`config.mk`:
```
export PLATFORM = sky130hd
export DESIGN_NAME = spi_master_param
export DESIGN_NICKNAME = d
export VERILOG_FILES = /design/src/rtl/spi_master_param.sv
export SDC_FILE = /design/constraint.sdc
export NUM_CORES = 1
export LEC_CHECK = 0
export CAP_MARGIN = 20
export CORE_MARGIN = 2
export CORE_UTILIZATION = 41
export CTS_BUF_LIST = sky130_fd_sc_hd__clkbuf_8 sky130_fd_sc_hd__clkbuf_16
export CTS_CLUSTER_DIAMETER = 200
export CTS_CLUSTER_SIZE = 16
export DETAILED_ROUTE_END_ITERATION = 8
export MAX_ROUTING_LAYER = met4
export PLACE_DENSITY_LB_ADDON = 0.05
export SLEW_MARGIN = 25
export SYNTH_ARGS = -nofsm -noshare
export SYNTH_HDL_FRONTEND = slang
export SYNTH_SLANG_ARGS = --single-unit
export TNS_END_PERCENT = 5
```
`constraint.sdc`:
```
create_clock -name wb_clk_i -period 2.6 [get_ports wb_clk_i]
set_clock_uncertainty 0.15 [all_clocks]
set_input_delay 0.39 -clock wb_clk_i [delete_from_list [all_inputs] [get_ports wb_clk_i]]
set_output_delay 0.39 -clock wb_clk_i [all_outputs]
set_load 0.01 [all_outputs]
```
`src/rtl/spi_master_param.sv`:
```
// Wishbone-attached SPI master: one byte per DATA write, programmable divider,
// CPOL/CPHA/bit-order and a directly driven bank of active-low slave selects.
module spi_master_param #(
    parameter int          NUM_SS  = 8,
    parameter logic [7:0]  DIV_RST = 8'd1
) (
    input  logic              wb_clk_i,
    input  logic              wb_rst_i,
    input  logic [1:0]        wb_adr_i,
    input  logic [15:0]       wb_dat_i,
    output logic [15:0]       wb_dat_o,
    input  logic              wb_we_i,
    input  logic [1:0]        wb_sel_i,
    input  logic              wb_stb_i,
    input  logic              wb_cyc_i,
    output logic              wb_ack_o,
    output logic              sclk,
    input  logic              miso,
    output logic              mosi,
    output logic [NUM_SS-1:0] ss
);

    // state   | meaning
    // IDLE    | no transfer; register accesses only
    // XFER    | shifting one byte, 16 sclk edges
    // DONE    | byte captured, completion ack issued on exit
    localparam logic [1:0] ST_IDLE = 2'd0;
    localparam logic [1:0] ST_XFER = 2'd1;
    localparam logic [1:0] ST_DONE = 2'd2;

    localparam logic [1:0] ADR_DATA   = 2'd0;
    localparam logic [1:0] ADR_CTRL   = 2'd1;
    localparam logic [1:0] ADR_SS     = 2'd2;
    localparam logic [1:0] ADR_STATUS = 2'd3;

    logic [1:0]        r_state;
    logic [10:0]       r_ctrl;
    logic [NUM_SS-1:0] r_ss;
    logic              r_ack;
    logic [15:0]       r_dat_o;
    logic [7:0]        r_rx_byte;
    logic              r_sclk;
    logic              r_mosi;
    logic [7:0]        r_tx;
    logic [7:0]        r_rx;
    logic [7:0]        r_div;
    logic              r_cpha;
    logic              r_lsbf;
    logic [7:0]        r_div_cnt;
    logic [4:0]        r_edge_cnt;

    logic        w_req;
    logic        w_data_wr;
    logic        w_start;
    logic        w_acc;
    logic        w_done_ack;
    logic        w_busy;
    logic        w_tick;
    logic [4:0]  w_edge_num;
    logic        w_odd;
    logic        w_sample;
    logic        w_shift;
    logic        w_last;
    logic [7:0]  w_rx_next;
    logic        w_ss_sel;
    logic [15:0] w_rd_data;
    logic        w_unused;

    assign w_req     = wb_stb_i & wb_cyc_i;
    assign w_data_wr = w_req & wb_we_i & (wb_adr_i == ADR_DATA);
    assign w_busy    = (r_state != ST_IDLE);

    // A DATA write is held on the bus for the whole byte, so outside IDLE it
    // is the pending transfer and must not be acked as an ordinary access.
    assign w_start    = (r_state == ST_IDLE) & w_data_wr & wb_sel_i[0] & ~r_ack;
    assign w_acc      = w_req & ~r_ack &
                        ((r_state == ST_IDLE) ? ~(w_data_wr & wb_sel_i[0]) : ~w_data_wr);
    assign w_done_ack = (r_state == ST_DONE) & w_data_wr;

    assign w_ss_sel = wb_sel_i[0] & ((NUM_SS > 8) ? wb_sel_i[1] : 1'b1);

    assign w_tick     = (r_state == ST_XFER) & (r_div_cnt == 8'd0);
    assign w_edge_num = r_edge_cnt + 5'd1;
    assign w_odd      = ~r_edge_cnt[0];
    assign w_sample   = w_tick & (r_cpha ? ~w_odd : w_odd);
    assign w_shift    = w_tick & (r_cpha ? w_odd : (~w_odd & (w_edge_num != 5'd16)));
    assign w_last     = w_tick & (r_edge_cnt == 5'd15);
    assign w_rx_next  = w_sample ? (r_lsbf ? {miso, r_rx[7:1]} : {r_rx[6:0], miso}) : r_rx;

    assign w_unused = &{1'b0, wb_dat_i[15:11]};

    always_comb begin
        w_rd_data = 16'h0000;
        case (wb_adr_i)
            ADR_DATA:   w_rd_data = {8'h00, r_rx_byte};
            ADR_CTRL:   w_rd_data = {5'b00000, r_ctrl};
            ADR_SS:     w_rd_data[NUM_SS-1:0] = r_ss;
            ADR_STATUS: w_rd_data = {15'h0000, w_busy};
            default:    w_rd_data = 16'h0000;
        endcase
    end

    always_ff @(posedge wb_clk_i) begin
        if (wb_rst_i) begin
            r_state    <= ST_IDLE;
            r_ctrl     <= {1'b0, 1'b1, 1'b1, DIV_RST};
            r_ss       <= '1;
            r_ack      <= 1'b0;
            r_dat_o    <= 16'h0000;
            r_rx_byte  <= 8'h00;
            r_sclk     <= 1'b1;
            r_mosi     <= 1'b1;
            r_tx       <= 8'h00;
            r_rx       <= 8'h00;
            r_div      <= 8'h00;
            r_cpha     <= 1'b0;
            r_lsbf     <= 1'b0;
            r_div_cnt  <= 8'h00;
            r_edge_cnt <= 5'd0;
        end else begin
            r_ack <= w_acc | w_done_ack;

            if (w_acc & ~wb_we_i)
                r_dat_o <= w_rd_data;
            if (w_acc & wb_we_i & (wb_adr_i == ADR_CTRL) & (wb_sel_i == 2'b11))
                r_ctrl <= wb_dat_i[10:0];
            if (w_acc & wb_we_i & (wb_adr_i == ADR_SS) & w_ss_sel)
                r_ss <= wb_dat_i[NUM_SS-1:0];

            case (r_state)
                ST_IDLE: begin
                    r_sclk <= r_ctrl[8];
                    r_mosi <= 1'b1;
                    if (w_start) begin
                        r_state    <= ST_XFER;
                        r_div      <= r_ctrl[7:0];
                        r_div_cnt  <= r_ctrl[7:0];
                        r_cpha     <= r_ctrl[9];
                        r_lsbf     <= r_ctrl[10];
                        r_sclk     <= r_ctrl[8];
                        r_edge_cnt <= 5'd0;
                        r_rx       <= 8'h00;
                        // With CPHA=0 the first bit must already be on mosi
                        // half a period before the first sampling edge.
                        if (!r_ctrl[9]) begin
                            r_mosi <= r_ctrl[10] ? wb_dat_i[0] : wb_dat_i[7];
                            r_tx   <= r_ctrl[10] ? {1'b0, wb_dat_i[7:1]} : {wb_dat_i[6:0], 1'b0};
                        end else begin
                            r_tx   <= wb_dat_i[7:0];
                        end
                    end
                end
                ST_XFER: begin
                    if (w_tick) begin
                        r_div_cnt  <= r_div;
                        r_sclk     <= ~r_sclk;
                        r_edge_cnt <= w_edge_num;
                        r_rx       <= w_rx_next;
                        if (w_shift) begin
                            r_mosi <= r_lsbf ? r_tx[0] : r_tx[7];
                            r_tx   <= r_lsbf ? {1'b0, r_tx[7:1]} : {r_tx[6:0], 1'b0};
                        end
                        if (w_last) begin
                            r_rx_byte <= w_rx_next;
                            r_state   <= ST_DONE;
                        end
                    end else begin
                        r_div_cnt <= r_div_cnt - 8'd1;
                    end
                end
                ST_DONE: begin
                    r_state <= ST_IDLE;
                    r_mosi  <= 1'b1;
                end
                default: r_state <= ST_IDLE;
            endcase
        end
    end

    assign wb_dat_o = r_dat_o;
    assign wb_ack_o = r_ack;
    assign sclk     = r_sclk;
    assign mosi     = r_mosi;
    assign ss       = r_ss;

endmodule

```
======== Word-level counts from Yosys, hierarchy flattened ========
Index checks and enable logic that the tools add are counted.
W data, S select, Z words.
word-level totals
  flip-flop bits (word level) ............. 87
operators by class
  $add $sub $neg .......................... 2
  equality and inequality tests ........... 12
  multiplexer cells ....................... 36
  bitwise gates (word level) .............. 28
  reductions and logical operators ........ 14
operators by type and width
  operator               count
  $mux W8                12
  $pmux W8 S2            3
  $pmux W8 S4            1
  $and A1 B1 Y1          21
  $reduce_and A3 Y1      4
  $mux W1                10
  $mux W5                2
  $pmux W5 S2            1
  $eq A2 B2 Y1 const B   4
  $logic_not A8 Y1       1
  $ne A2 B2 Y1 const B   4
  $sub A8 B1 Y8 const B  1
  $mux W2                3
  $not A1 Y1             6
  $reduce_and A2 Y1      3
  $add A5 B1 Y5 const B  1
  $eq A5 B4 Y1 const B   1
  $ne A5 B5 Y1 const B   1
  $eq A2 B1 Y1 const B   2
  $logic_not A2 Y1       2
  $pmux W2 S2            1
  $reduce_and A4 Y1      1
  $reduce_bool A2 Y1     2
  $mux W3                1
  4 further kinds        4

======== Depth between registers and ports, before layout ========
Gate-level depths: netlist of the first run.
  depth in word-level cells ............... 10
  depth in mapped cells ................... 9
  mapped depth without buffers ............ 7

======== Worst setup path before layout of the first run ========
OpenSTA, ideal clock, no wires.
  path kind ............................... register -> register
  from .................................... register r_state[1]
  to ...................................... register r_tx[3]
  library setup time ...................... 72 ps
  data arrival time ....................... 2,241 ps
  path slack .............................. 137 ps
  stages on the path, launching flop included .. 10
  buffers on the path ..................... 2
  cell sequence ........................... dfxtp_1 inv_1 ha_1 buf_2 or4bb_1 or2_1 buf_6 a211oi_4 o21a_2 mux2i_1
on the way
  word-level cells in the longest chain between the ends .. 6
  elaborated cells between the ends (all ways) .. 13
  those cells by class .................... eq/ne (4); mux (1); bitwise (5); reduce/logical (3)
RTL lines
  what                         RTL line  RTL
  start, declared              36        logic [1:0] r_state;
  start signal, assigned       105       r_state <= ST_IDLE;
  start signal, assigned       135       r_state <= ST_XFER;
  start signal, assigned       165       r_state <= ST_DONE;
  $logic_not A2 Y1             75, 130
  $and A1 B1 Y1 (3 in a row)   75        assign w_start = (r_state == ST_IDLE) & w_data_wr & wb_sel_i[0] & ~r_ack;
  $ne A2 B2 Y1 (no line)       -
  $reduce_and A4 Y1 (no line)  -
  end signal, assigned         147       r_tx <= r_ctrl[10] ? {1'b0, wb_dat_i[7:1]} : {wb_dat_i[6:0], 1'b0};
  end signal, assigned         149       r_tx <= wb_dat_i[7:0];
  end signal, assigned         161       r_tx <= r_lsbf ? {1'b0, r_tx[7:1]} : {r_tx[6:0], 1'b0};
  end, declared                44        logic [7:0] r_tx;
Parallel ways exist; a longest one is shown, timed or not.
A chain may end at the register's enable or synchronous reset.

======== Worst setup path after layout of the first run ========
  from .................................... register r_div_cnt[3]
  to ...................................... register r_tx[3]
on the way
  word-level cells in the longest chain between the ends .. 5
  elaborated cells between the ends (all ways) .. 6
  those cells by class .................... eq/ne (2); bitwise (2); reduce/logical (2)
RTL lines
  what                             RTL line  RTL
  start, declared                  49        logic [7:0] r_div_cnt;
  start signal, assigned           137       r_div_cnt <= r_ctrl[7:0];
  start signal, assigned           155       r_div_cnt <= r_div;
  start signal, assigned           168       r_div_cnt <= r_div_cnt - 8'd1;
  $logic_not A8 Y1 (*)             82        assign w_tick = (r_state == ST_XFER) & (r_div_cnt == 8'd0);
  $and A1 B1 Y1 (*)                82
  $and A1 B1 Y1                    86        assign w_shift = w_tick & (r_cpha ? w_odd : (~w_odd & (w_edge_num != 5'd16)));
  $ne A2 B2 Y1 (no line)           -
  $reduce_and A4 Y1 (no line) (*)  -
Every way passes the cells marked *; elsewhere a longest branch is shown, timed or not.

==> impl_results.md, run 1 <==
- Result of the run: completed
- Met3 layer usage reported by global route: 0.0450
- Largest net degree at the start of global routing: 61
- Detailed-route wire length: 11400 um
- GR Overflow Total: 0
- Die area: 0.0114 mm2
- Post-Synthesis Mean Instance Area: 8.58 um2
- Prevailing post-synth register cell: sky130_fd_sc_hd__dfxtp_1
- Root buffer selected by CTS: sky130_fd_sc_hd__clkbuf_8
- Number of remaining DRC errors: 0
- Arrival time worst endpoint: 2.59 ns
- Classification of the worst-slack hold path: reg2reg
- Number of antenna violations at the first check in global routing: 0
- Post-route setup slack: 0.147 ns
- Layout-stage area growth over the synthesis result: 20.9%
- Global-route met2 utilization: 0.309
- Total routing resource utilization after global routing: 0.214
- Actual transition at the worst max-transition pin: 0.915 ns
- Sequential-to-total area share from yosys stat: 0.380
- Relative slew slack: 0.390
- Distinct cell type count after synthesis: 60
- Half-perimeter wire length after detailed placement: 8280 um
- Leading cell types by total area after synthesis: sky130_fd_sc_hd__dfxtp_1 (38%), sky130_fd_sc_hd__mux2i_1 (12%), sky130_fd_sc_hd__nand2_1 (7.6%)
- Area share of the largest cell type after synthesis: 0.380
- Via density: 5.35
- Number of global-route vias before repair: 3412
- Post-route cell area: 0.00523 mm2
- Number of buffer cells added on primary ports: 42
- CTS clk-pin slew, worst paths: 0.09 ns
- Number of instances in the synthesized netlist: 504
- Endpoint required time on the critical path: 2.74 ns
- Maximum resistive drop on vdd: 0.330 mV
- Final core area utilization: 0.509
- # placed instances: 678
- Std cell rows: 37
- Drt initial violations: 219
- Classification of the worst setup path: reg2reg
- Nature of the critical path endpoint: register
- Worst slack at placement: -0.174 ns
- Standard cell area after detailed placement: 0.00498 mm2
- Startpoint type of the worst setup path: register
- Slowest Stage Delay on Critical Path: 0.60 ns
- Vertical die dimension: 107 um
- CTS tree: done
- Met1 usage in global routing: 0.305
- Async set-reset flop share out of synthesis: 0
- Max Clock Freq: 408 MHz
- Biggest area consumer among synthesized cells: sky130_fd_sc_hd__dfxtp_1
- Global-route wire length before repair: 18400 um
- Busiest grt layer: met2
- Top cell family by delay on the critical path: simple AND/OR/NAND/NOR gates
- Final net count: 589
- Number of top-level pins: 53
- Count of vias placed by the detailed router: 3722
- Max-capacitance violation count: 0
- Synth Cell Area: 0.00432 mm2
- Ant. Diodes: 0
- Static leakage: 2.03 nW
- Final Cycle Share: 0.943
- Post-layout power: 3.09 mW
- Number of H-tree branching levels: 3
- Placeable Area: 0.0103 mm2
- Number of nets still failing antenna checks after routing: 0
- Crit-path cells: or4_4 -> or3_1 -> a21oi_4 -> o21a_2 -> mux2i_1
- Longest Clk Path Bufs: 2
- Critical-path top delay cell: sky130_fd_sc_hd__or4_4
- Initial Utilization: 0.421
- Count of warnings emitted by yosys: 0
- CTS sink count: 82
- Post-synth EDFFs: 0
- Per-cell routed wire length: 16.4 um
- Num CTS Buffers: 9
- Non-filler instance count after layout: 696
- Source-to-sink clock delay at the later pin of the worst-skew pair: 0.36 ns
- Final weighted congestion in routability-driven placement: 0.801
- Power density cells: 591 mW/mm2
- Maximum fanout along the worst path: 9
- Final count of negative-setup-slack endpoints: 0
- Detailed-routing iteration count for the pre-antenna-repair pass: 4
- Post-route minimum period: 2.45 ns
- X dimension of the die: 107 um
- Fraction of layout instances using a drive strength above 1: 0.148
- Setup repair after global routing missed its margin: false
- Final hold violation count: 0
- Flops & latches, synth: 82
- Max-slew violation count: 0
- Number of buffers and inverters on the critical path: 0
==> metrics by stage <==
| stage | hold WS (ns) | TNS [ns] |
|---|---|---|
| 2_1_floorplan | 0.279 | 0 |
| 3_3_place_gp | 0.287 | -0.876 |
| 3_5_place_dp | 0.298 | -1.29 |
| 4_1_cts | 0.310 | 0 |
| 5_1_grt | 0.334 | 0 |
| 6_report | 0.307 | 0 |
==> synth_stat cells (8+ instances only) <==
library cell	instances
sky130_fd_sc_hd__clkbuf_1	25
sky130_fd_sc_hd__o211ai_1	11
sky130_fd_sc_hd__inv_1	10
sky130_fd_sc_hd__mux2_2	17
sky130_fd_sc_hd__nand2_1	88
sky130_fd_sc_hd__ha_1	8
sky130_fd_sc_hd__o21ai_0	11
sky130_fd_sc_hd__dfxtp_1	82
sky130_fd_sc_hd__a21oi_1	40
sky130_fd_sc_hd__a211oi_1	9
sky130_fd_sc_hd__nor3_1	16
sky130_fd_sc_hd__nor2_1	36
sky130_fd_sc_hd__mux2i_1	51
==> registers in the layout, indices dropped and copies added (netlist names) <==
name        flops
mosi            1
r_cpha          1
r_ctrl         11
r_div           8
r_div_cnt       8
r_edge_cnt      5
r_lsbf          1
r_rx            8
r_rx_byte       8
r_state         2
r_tx            8
sclk            1
ss              8
wb_ack_o        1
wb_dat_o       11
==> timing repair <==
item                                    CTS  global route
hold buffers                              0             0
endpoints found under the setup margin    0             6
gates resized for setup                   0             2
buffers inserted                          0             2
==> cell type report <==
class | instances | area, um2
inverter | 10 | 37.5
timing repair buffer | 75 | 676
clock buffer | 9 | 124
clock inverter | 7 | 100
fill | 1026 | 5050
multi-input combinational | 377 | 2480
tap | 136 | 170
sequential | 82 | 1640
==> placed cells by master (no fill, tap or decap), types with 4 or more instances in the layout <==
cell / instances
sky130_fd_sc_hd__a211oi_1: 9
sky130_fd_sc_hd__a21oi_1: 40
sky130_fd_sc_hd__a22oi_1: 7
sky130_fd_sc_hd__buf_4: 32
sky130_fd_sc_hd__clkbuf_8: 9
sky130_fd_sc_hd__clkdlybuf4s50_1: 41
sky130_fd_sc_hd__conb_1: 5
sky130_fd_sc_hd__dfxtp_1: 82
sky130_fd_sc_hd__ha_1: 8
sky130_fd_sc_hd__inv_1: 10
sky130_fd_sc_hd__mux2_2: 17
sky130_fd_sc_hd__mux2i_1: 51
sky130_fd_sc_hd__nand2_1: 88
sky130_fd_sc_hd__nand2b_1: 7
sky130_fd_sc_hd__nand3_1: 6
sky130_fd_sc_hd__nand3b_1: 4
sky130_fd_sc_hd__nor2_1: 36
sky130_fd_sc_hd__nor2b_1: 4
sky130_fd_sc_hd__nor3_1: 16
sky130_fd_sc_hd__o211ai_1: 11
sky130_fd_sc_hd__o21ai_0: 11
sky130_fd_sc_hd__xor2_1: 5
==> report_power, final <==
part	internal (mW)	leakage, nW	switching (mW)
sequential	1.30	0.663	0.0381
combinational	0.303	1.25	0.404
clock	0.549	0.114	0.492
==> cells by family (layout without fill, tap and decap cells) <==
| family | count (synthesis) | in the layout | share of synthesized area |
|---|---|---|---|
| AOI/OAI and AO/OA | 103 | 103 | 0.161 |
| muxes | 69 | 69 | 0.168 |
| adders and majority gates | 8 | 8 | 0.0231 |
| and+or+nand+nor | 186 | 186 | 0.204 |
| xor gates and xnor gates | 6 | 6 | 0.0122 |
| DFF | 82 | 82 | 0.380 |
| buffers and inverters | 49 | 101 | 0.0515 |
| other | 1 | 5 | 0.000867 |
==> metal layers <==
metal | wire [um] | share of wire | up-vias
met4 | 109 | 0.0095 | 0
li1 | - | - | 1871
met2 | 5010 | 0.44 | 66
met1 | 5830 | 0.51 | 1774
met5 | 0 | 0 | -
met3 | 484 | 0.042 | 11
==> tightest hold or removal path: cells and delay by family, from the launching register on <==
kind            cells  cell delay (ns)
simple gates        1             0.05
compound gates      1             0.05
flops               1             0.32
==> final timing paths <==
kind / startpoint / end / slack (ns) / cells past startpoint
worst max-delay path: r_div_cnt[3] / r_tx[3] / 0.15 / 5
worst min-delay path: r_div[2] / r_div[2] / 0.31 / 2
worst max register to register: r_div_cnt[3] / r_tx[3] / 0.15 / 5
worst min register to register: r_div[2] / r_div[2] / 0.31 / 2
No activity file was read; power rests on OpenSTA's default activity.
==> inputs of run 2 (changes only) <==
==> constraint.sdc (replaced) <==
create_clock -name wb_clk_i -period 2.8 [get_ports wb_clk_i]
set_clock_uncertainty 0.15 [all_clocks]
set_input_delay 0.42 -clock wb_clk_i [delete_from_list [all_inputs] [get_ports wb_clk_i]]
set_output_delay 0.42 -clock wb_clk_i [all_outputs]
set_load 0.01 [all_outputs]
==> impl_results.md, run 2 (same netlist as run 1, synthesis figures left out) <==
- CTS sink count: 82 (unchanged)
- Number of antenna violations at the first check in global routing: 0 (unchanged)
- Final net count: 574 (was 589)
- Longest Clk Path Bufs: 2 (unchanged)
- Number of buffers added to fix hold violations after cts: 0 (unchanged)
- Number of H-tree branching levels: 3 (unchanged)
- Worst slack at placement: -0.0508 ns (was -0.174 ns)
- Maximum fanout along the worst path: 6 (was 9)
- Final-layout worst hold slack: 0.306 ns (was 0.307 ns)
- Count of vias placed by the detailed router: 3609 (was 3722)
- Die area: 0.0114 mm2 (unchanged)
- Number of nets still failing antenna checks after routing: 0 (unchanged)
- Commonest non-fill, non-tap cells in the layout: sky130_fd_sc_hd__nand2_1 (88), sky130_fd_sc_hd__dfxtp_1 (82), sky130_fd_sc_hd__mux2i_1 (51) (unchanged)
- Placeable Area: 0.0103 mm2 (unchanged)
- Post-layout power: 2.89 mW (was 3.09 mW)
- Comb pwr share: 0.213 (was 0.229)
- Number of buffer cells added on primary ports: 42 (unchanged)
- Fraction of layout instances using a drive strength above 1: 0.121 (was 0.148)
- Arrival time worst endpoint: 2.70 ns (was 2.59 ns)
- Net switching power of the design: 838 uW (was 934 uW)
- Power density cells: 564 mW/mm2 (was 591 mW/mm2)
- Relative slew slack: 0.557 (was 0.390)
- Detailed-routing iteration count for the pre-antenna-repair pass: 4 (unchanged)
- Largest net degree at the start of global routing: 61 (unchanged)
- Final hold violation count: 0 (unchanged)
- Max-capacitance violation count: 0 (unchanged)
- Number of cells traversed by the worst hold path: 2 (unchanged)
- Final weighted congestion in routability-driven placement: 0.811 (was 0.801)
- CTS tree: done (unchanged)
- Number of global-route vias before repair: 3421 (was 3412)
- Portion of total power attributed to the clock network: 0.356 (was 0.337)
- Static leakage: 1.95 nW (was 2.03 nW)
- Detailed-route wire length: 11100 um (was 11400 um)
- Endpoint required time on the critical path: 2.92 ns (was 2.74 ns)
- Initial Utilization: 0.421 (unchanged)
- Actual transition at the worst max-transition pin: 0.664 ns (was 0.915 ns)
- Busiest grt layer: met2 (unchanged)
- Classification of the worst setup path: reg2reg (unchanged)
- Vertical die dimension: 107 um (unchanged)
- Std cell rows: 37 (unchanged)
- Cell-internal power: 2.05 mW (was 2.15 mW)
- Num CTS Buffers: 9 (unchanged)
- Post-route setup slack: 0.215 ns (was 0.147 ns)
- Met1 usage in global routing: 0.290 (was 0.305)
- Max Clock Freq: 387 MHz (was 408 MHz)
- Global-route met2 utilization: 0.314 (was 0.309)
- Reg power frac: 0.431 (was 0.434)
- Max-slew violation count: 0 (unchanged)
- Startpoint type of the worst setup path: register (unchanged)
- Via density: 5.30 (was 5.35)
- Nature of the critical path endpoint: register (unchanged)
- X dimension of the die: 107 um (unchanged)
- Source-to-sink clock delay at the later pin of the worst-skew pair: 0.35 ns (was 0.36 ns)
- Maximum resistive drop on vdd: 0.272 mV (was 0.330 mV)
- Per-cell routed wire length: 16.3 um (was 16.4 um)
- Met3 layer usage reported by global route: 0.0292 (was 0.0450)
- Ant. Diodes: 0 (unchanged)
- GR Overflow Total: 0 (unchanged)
- Worst R2R Path Depth: 7 (was 5)
- Final Cycle Share: 0.923 (was 0.943)
- Number of remaining DRC errors: 0 (unchanged)
- Result of the run: completed (unchanged)
- Layout-stage area growth over the synthesis result: 18.4% (was 20.9%)
- Post-route minimum period: 2.59 ns (was 2.45 ns)
- Classification of the worst-slack hold path: reg2reg (unchanged)
- Setup repair after global routing missed its margin: false (unchanged)
- Global-route wire length before repair: 18100 um (was 18400 um)
- Drt initial violations: 179 (was 219)
- Final count of negative-setup-slack endpoints: 0 (unchanged)
- Sw Ratio: 0.290 (was 0.302)
- Root buffer selected by CTS: sky130_fd_sc_hd__clkbuf_8 (unchanged)
- Leading cell type in the layout, fill and taps excluded: sky130_fd_sc_hd__nand2_1 (unchanged)
- CTS clk-pin slew, worst paths: 0.09 ns (about the same)
- Number of top-level pins: 53 (unchanged)
- Total routing resource utilization after global routing: 0.208 (was 0.214)
- Half-perimeter wire length after detailed placement: 8130 um (was 8280 um)
-- run 2: worst paths after layout --
| path | from | end | slack (ns) |
|---|---|---|---|
| setup reg to reg | r_div_cnt[0] | r_tx[3] | 0.21 |
| hold reg to reg | r_div[2] | r_div[2] | 0.31 |
| hold / removal | r_div[2] | r_div[2] | 0.31 |
| setup / recovery | r_div_cnt[0] | r_tx[3] | 0.21 |
-- run 2: layout make-up --
| class | count | area (um2) |
|---|---|---|
| fill | 1006 | 5160 |
| multi-input combinational | 377 | 2480 |
| sequential | 82 | 1640 |
| timing repair buffer | 60 | 551 |
| tap | 136 | 170 |
| clock buffer | 9 | 124 |
| clock inverter | 7 | 119 |
| inverter | 10 | 37.5 |
-- run 2: power groups by stage --
| stage | logic [mW] | registers [mW] | clock network [mW] |
|---|---|---|---|
| floorplan | 0.438 | 1.27 | 0 |
| global placement | 0.608 | 1.27 | 0 |
| detailed placement | 0.617 | 1.27 | 0 |
| CTS | 0.618 | 1.25 | 1.06 |
| global route | 0.677 | 1.25 | 1.12 |
| finish | 0.616 | 1.25 | 1.03 |
-- run 2: routing by layer --
| layer | vias up | part of all wire | wire (um) |
|---|---|---|---|
| li1 | 1848 | - | - |
| met1 | 1686 | 0.50 | 5550 |
| met2 | 69 | 0.45 | 4980 |
| met3 | 6 | 0.044 | 485 |
| met4 | 0 | 0.011 | 123 |
| met5 | - | 0 | 0 |
-- run 2: what timing repair did --
| action | in CTS | in global routing |
|---|---|---|
| endpoints found under the setup margin | 0 | 1 |
| buffers inserted | 0 | 0 |
| resized for setup | 0 | 1 |
-- run 2: worst max-delay path, stage by stage, from the launching register on --
cell and delay (ns):
sky130_fd_sc_hd__dfxtp_1 0.36, sky130_fd_sc_hd__inv_1 0.13, sky130_fd_sc_hd__ha_1 0.23, sky130_fd_sc_hd__or4bb_1 0.51, sky130_fd_sc_hd__or2_1 0.38, sky130_fd_sc_hd__a211oi_4 0.37, sky130_fd_sc_hd__o21a_2 0.21, sky130_fd_sc_hd__mux2i_1 0.18
-- run 2: per-stage QoR --
stage | area [um2] | util | setup TNS [ns] | instances
after global placement | 4870 | 0.474 | -0.0808 | 665
final | 5120 | 0.498 | 0 | 681
after CTS | 5120 | 0.498 | 0 | 681
after global routing | 5120 | 0.498 | 0 | 681
after floorplan | 4340 | - | 0 | 508
after detailed placement | 4870 | 0.474 | -0.221 | 665
==> inputs of run 3 (changes only) <==
--- a/config.mk
+++ b/config.mk
@@ -6,7 +6,7 @@
 export NUM_CORES = 1
 export LEC_CHECK = 0
 export CAP_MARGIN = 20
-export CORE_MARGIN = 2
+export CORE_MARGIN = 5
 export CORE_UTILIZATION = 41
 export CTS_BUF_LIST = sky130_fd_sc_hd__clkbuf_8 sky130_fd_sc_hd__clkbuf_16
 export CTS_CLUSTER_DIAMETER = 200
==> impl_results.md, run 3 (same netlist as run 1, synthesis figures left out) <==
- Drt initial violations: 149 (was 179)
- Max Clock Freq: 387 MHz (about the same)
- Via density: 5.29 (was 5.30)
- Startpoint type of the worst setup path: register (unchanged)
- Fraction of layout instances using a drive strength above 1: 0.119 (was 0.121)
- Post-route minimum period: 2.59 ns (about the same)
- Arrival time worst endpoint: 2.66 ns (was 2.70 ns)
- Half-perimeter wire length after detailed placement: 8190 um (was 8130 um)
- Per-cell routed wire length: 16.8 um (was 16.3 um)
- Area taken by multi-input logic gates: 0.00247 mm2 (was 0.00248 mm2)
- Count of vias placed by the detailed router: 3595 (was 3609)
- Placeable Area: 0.0103 mm2 (about the same)
- Top layer used by detailed routing: met4 (unchanged)
- CTS clk-pin slew, worst paths: 0.09 ns (about the same)
- Num CTS Buffers: 9 (unchanged)
- Detailed-route wire length: 11400 um (was 11100 um)
- Final-layout worst hold slack: 0.307 ns (was 0.306 ns)
- Power density cells: 529 mW/mm2 (was 564 mW/mm2)
- Total of fill cells in the finished design: 1016 (was 1006)
- Non-filler instance count after layout: 680 (was 681)
- CTS tree: done (unchanged)
- Vertical die dimension: 113 um (was 107 um)
- Result of the run: completed (unchanged)
- Setup repair after global routing missed its margin: false (unchanged)
- Max-capacitance violation count: 0 (unchanged)
- X dimension of the die: 113 um (was 107 um)
- Post-route setup slack: 0.213 ns (was 0.215 ns)
- Leading cell type in the layout, fill and taps excluded: sky130_fd_sc_hd__nand2_1 (unchanged)
- Layout-stage area growth over the synthesis result: 16.7% (was 18.4%)
- Max-slew violation count: 0 (unchanged)
- # placed instances: 664 (was 665)
- Final hold violation count: 0 (unchanged)
- Initial Utilization: 0.419 (was 0.421)
- Ant. Diodes: 0 (unchanged)
- Sum of routed wire segments on met1: 5850 um (was 5550 um)
- Number of top-level pins: 53 (unchanged)
- Post-cts resize count: 0 (unchanged)
- Die area: 0.0127 mm2 (was 0.0114 mm2)
- Number of nets still failing antenna checks after routing: 0 (unchanged)
- Worst R2R Path Depth: 7 (unchanged)
- Std cell rows: 37 (unchanged)
- Worst slack at placement: -0.0181 ns (was -0.0508 ns)
- Actual transition at the worst max-transition pin: 0.884 ns (was 0.664 ns)
- Relative slew slack: 0.411 (was 0.557)
- Post-Route Setup TNS: 0 ns (unchanged)
- Endpoint of the worst hold-timing path: wb_dat_o[9] (was r_div[2])
- Total routing resource utilization after global routing: 0.187 (was 0.208)
- Number of buffer cells added on primary ports: 42 (unchanged)
- Detailed route wirelength on metal3: 468 um (was 485 um)
- Final Cycle Share: 0.924 (was 0.923)
- Global-route wire length before repair: 18400 um (was 18100 um)
- Number of H-tree branching levels: 3 (unchanged)
- Met2 layer wire length in the routed design: 4830 um (was 4980 um)
- Maximum resistive drop on vdd: 0.227 mV (was 0.272 mV)
- Origin of the worst min-delay path: wb_dat_o[9] (was r_div[2])
- GR Overflow Total: 0 (unchanged)
- Commonest non-fill, non-tap cells in the layout: sky130_fd_sc_hd__nand2_1 (88), sky130_fd_sc_hd__dfxtp_1 (82), sky130_fd_sc_hd__mux2i_1 (51) (unchanged)
- Endpoint required time on the critical path: 2.88 ns (was 2.92 ns)
- Largest net degree at the start of global routing: 61 (unchanged)
- Final count of negative-setup-slack endpoints: 0 (unchanged)
- Number of buffers added to fix hold violations after cts: 0 (unchanged)
- Maximum fanout along the worst path: 9 (was 6)
- CTS sink count: 82 (unchanged)
- Critical register-to-register path startpoint: r_div_cnt[0] (unchanged)
- Number of global-route vias before repair: 3450 (was 3421)
- Detailed-routing iteration count for the pre-antenna-repair pass: 4 (unchanged)
- Final net count: 573 (was 574)
- Number of antenna violations at the first check in global routing: 0 (unchanged)
- Root buffer selected by CTS: sky130_fd_sc_hd__clkbuf_8 (unchanged)
- Number of cells traversed by the worst hold path: 2 (unchanged)
- Nature of the critical path endpoint: register (unchanged)
- Static leakage: 1.92 nW (was 1.95 nW)
- Register-to-Register Setup Slack: 0.21 ns (about the same)
- Sequential cell area: 0.00164 mm2 (unchanged)
- Classification of the worst-slack hold path: reg2reg (unchanged)
- Capture instance of the worst register-to-register path: r_rx[5] (was r_tx[3])
- Final weighted congestion in routability-driven placement: 0.816 (was 0.811)
- Longest Clk Path Bufs: 2 (unchanged)
- Source-to-sink clock delay at the later pin of the worst-skew pair: 0.36 ns (was 0.35 ns)
- Number of post-CTS setup repair buffers: 0 (unchanged)
- Classification of the worst setup path: reg2reg (unchanged)
- Number of remaining DRC errors: 0 (unchanged)
-- run 3: changes by cell type in the layout (fill, tap and decap cells not counted) --
cell,previous run,this run
sky130_fd_sc_hd__clkinv_2,0,3
sky130_fd_sc_hd__inv_1,11,10
sky130_fd_sc_hd__clkinv_4,2,1
sky130_fd_sc_hd__a21oi_2,1,0
sky130_fd_sc_hd__inv_6,0,1
sky130_fd_sc_hd__buf_4,18,17
sky130_fd_sc_hd__clkbuf_8,9,10
sky130_fd_sc_hd__bufinv_16,3,0
sky130_fd_sc_hd__a21oi_1,39,40
-- run 3: through the flow --
step / util / power (mW) / cell area [um2]
finish: 0.489 / 2.67 / 5040
global route: 0.489 / 2.81 / 5040
CTS: 0.489 / 2.69 / 5040
detailed placement: 0.471 / 1.89 / 4870
global placement: 0.471 / 1.88 / 4870
floorplan: - / 1.71 / 4340
-- run 3: final cells by class --
type / instances / share of cell area
multi-input cells: 377 / 0.491
clock inverters: 6 / 0.00794
well taps: 136 / 0.0337
clock buffers: 10 / 0.0273
inverters: 10 / 0.00744
flip-flops and latches: 82 / 0.325
repair buffers: 59 / 0.108
-- run 3: worst max-delay path by stage --
| stage | startpoint | to | depth (start not counted) |
|---|---|---|---|
| 3_3_place_gp | wb_cyc_i | r_rx[2] | 6 |
| 3_5_place_dp | wb_stb_i | r_rx[3] | 6 |
| 6_report | r_div_cnt[0] | r_rx[5] | 7 |
| 5_1_grt | r_state[0] | r_rx[5] | 7 |
| 4_1_cts | r_div_cnt[0] | r_rx[3] | 7 |
| 2_1_floorplan | r_state[1] | r_tx[3] | 9 |
-- run 3: worst max-delay path, stage by stage, from the launching register on --
cell,delay (ns)
sky130_fd_sc_hd__dfxtp_1,0.35
sky130_fd_sc_hd__inv_1,0.14
sky130_fd_sc_hd__ha_1,0.25
sky130_fd_sc_hd__or4bb_1,0.50
sky130_fd_sc_hd__nor3_4,0.41
sky130_fd_sc_hd__o21bai_1,0.33
sky130_fd_sc_hd__a22oi_1,0.27
sky130_fd_sc_hd__nor2_1,0.05
-- run 3: power breakdown --
| part | internal [mW] | total, mW | switching, mW |
|---|---|---|---|
| Sequential | 1.21 | 1.25 | 0.0372 |
| Combinational | 0.253 | 0.616 | 0.363 |
| Clock | 0.347 | 0.806 | 0.459 |
-- run 3: per-layer routing --
metal	vias to the layer above	track usage
met3	12	0.0283
met2	68	0.261
met4	0	0.0793
li1	1845	-
met5	-	-
met1	1670	0.266
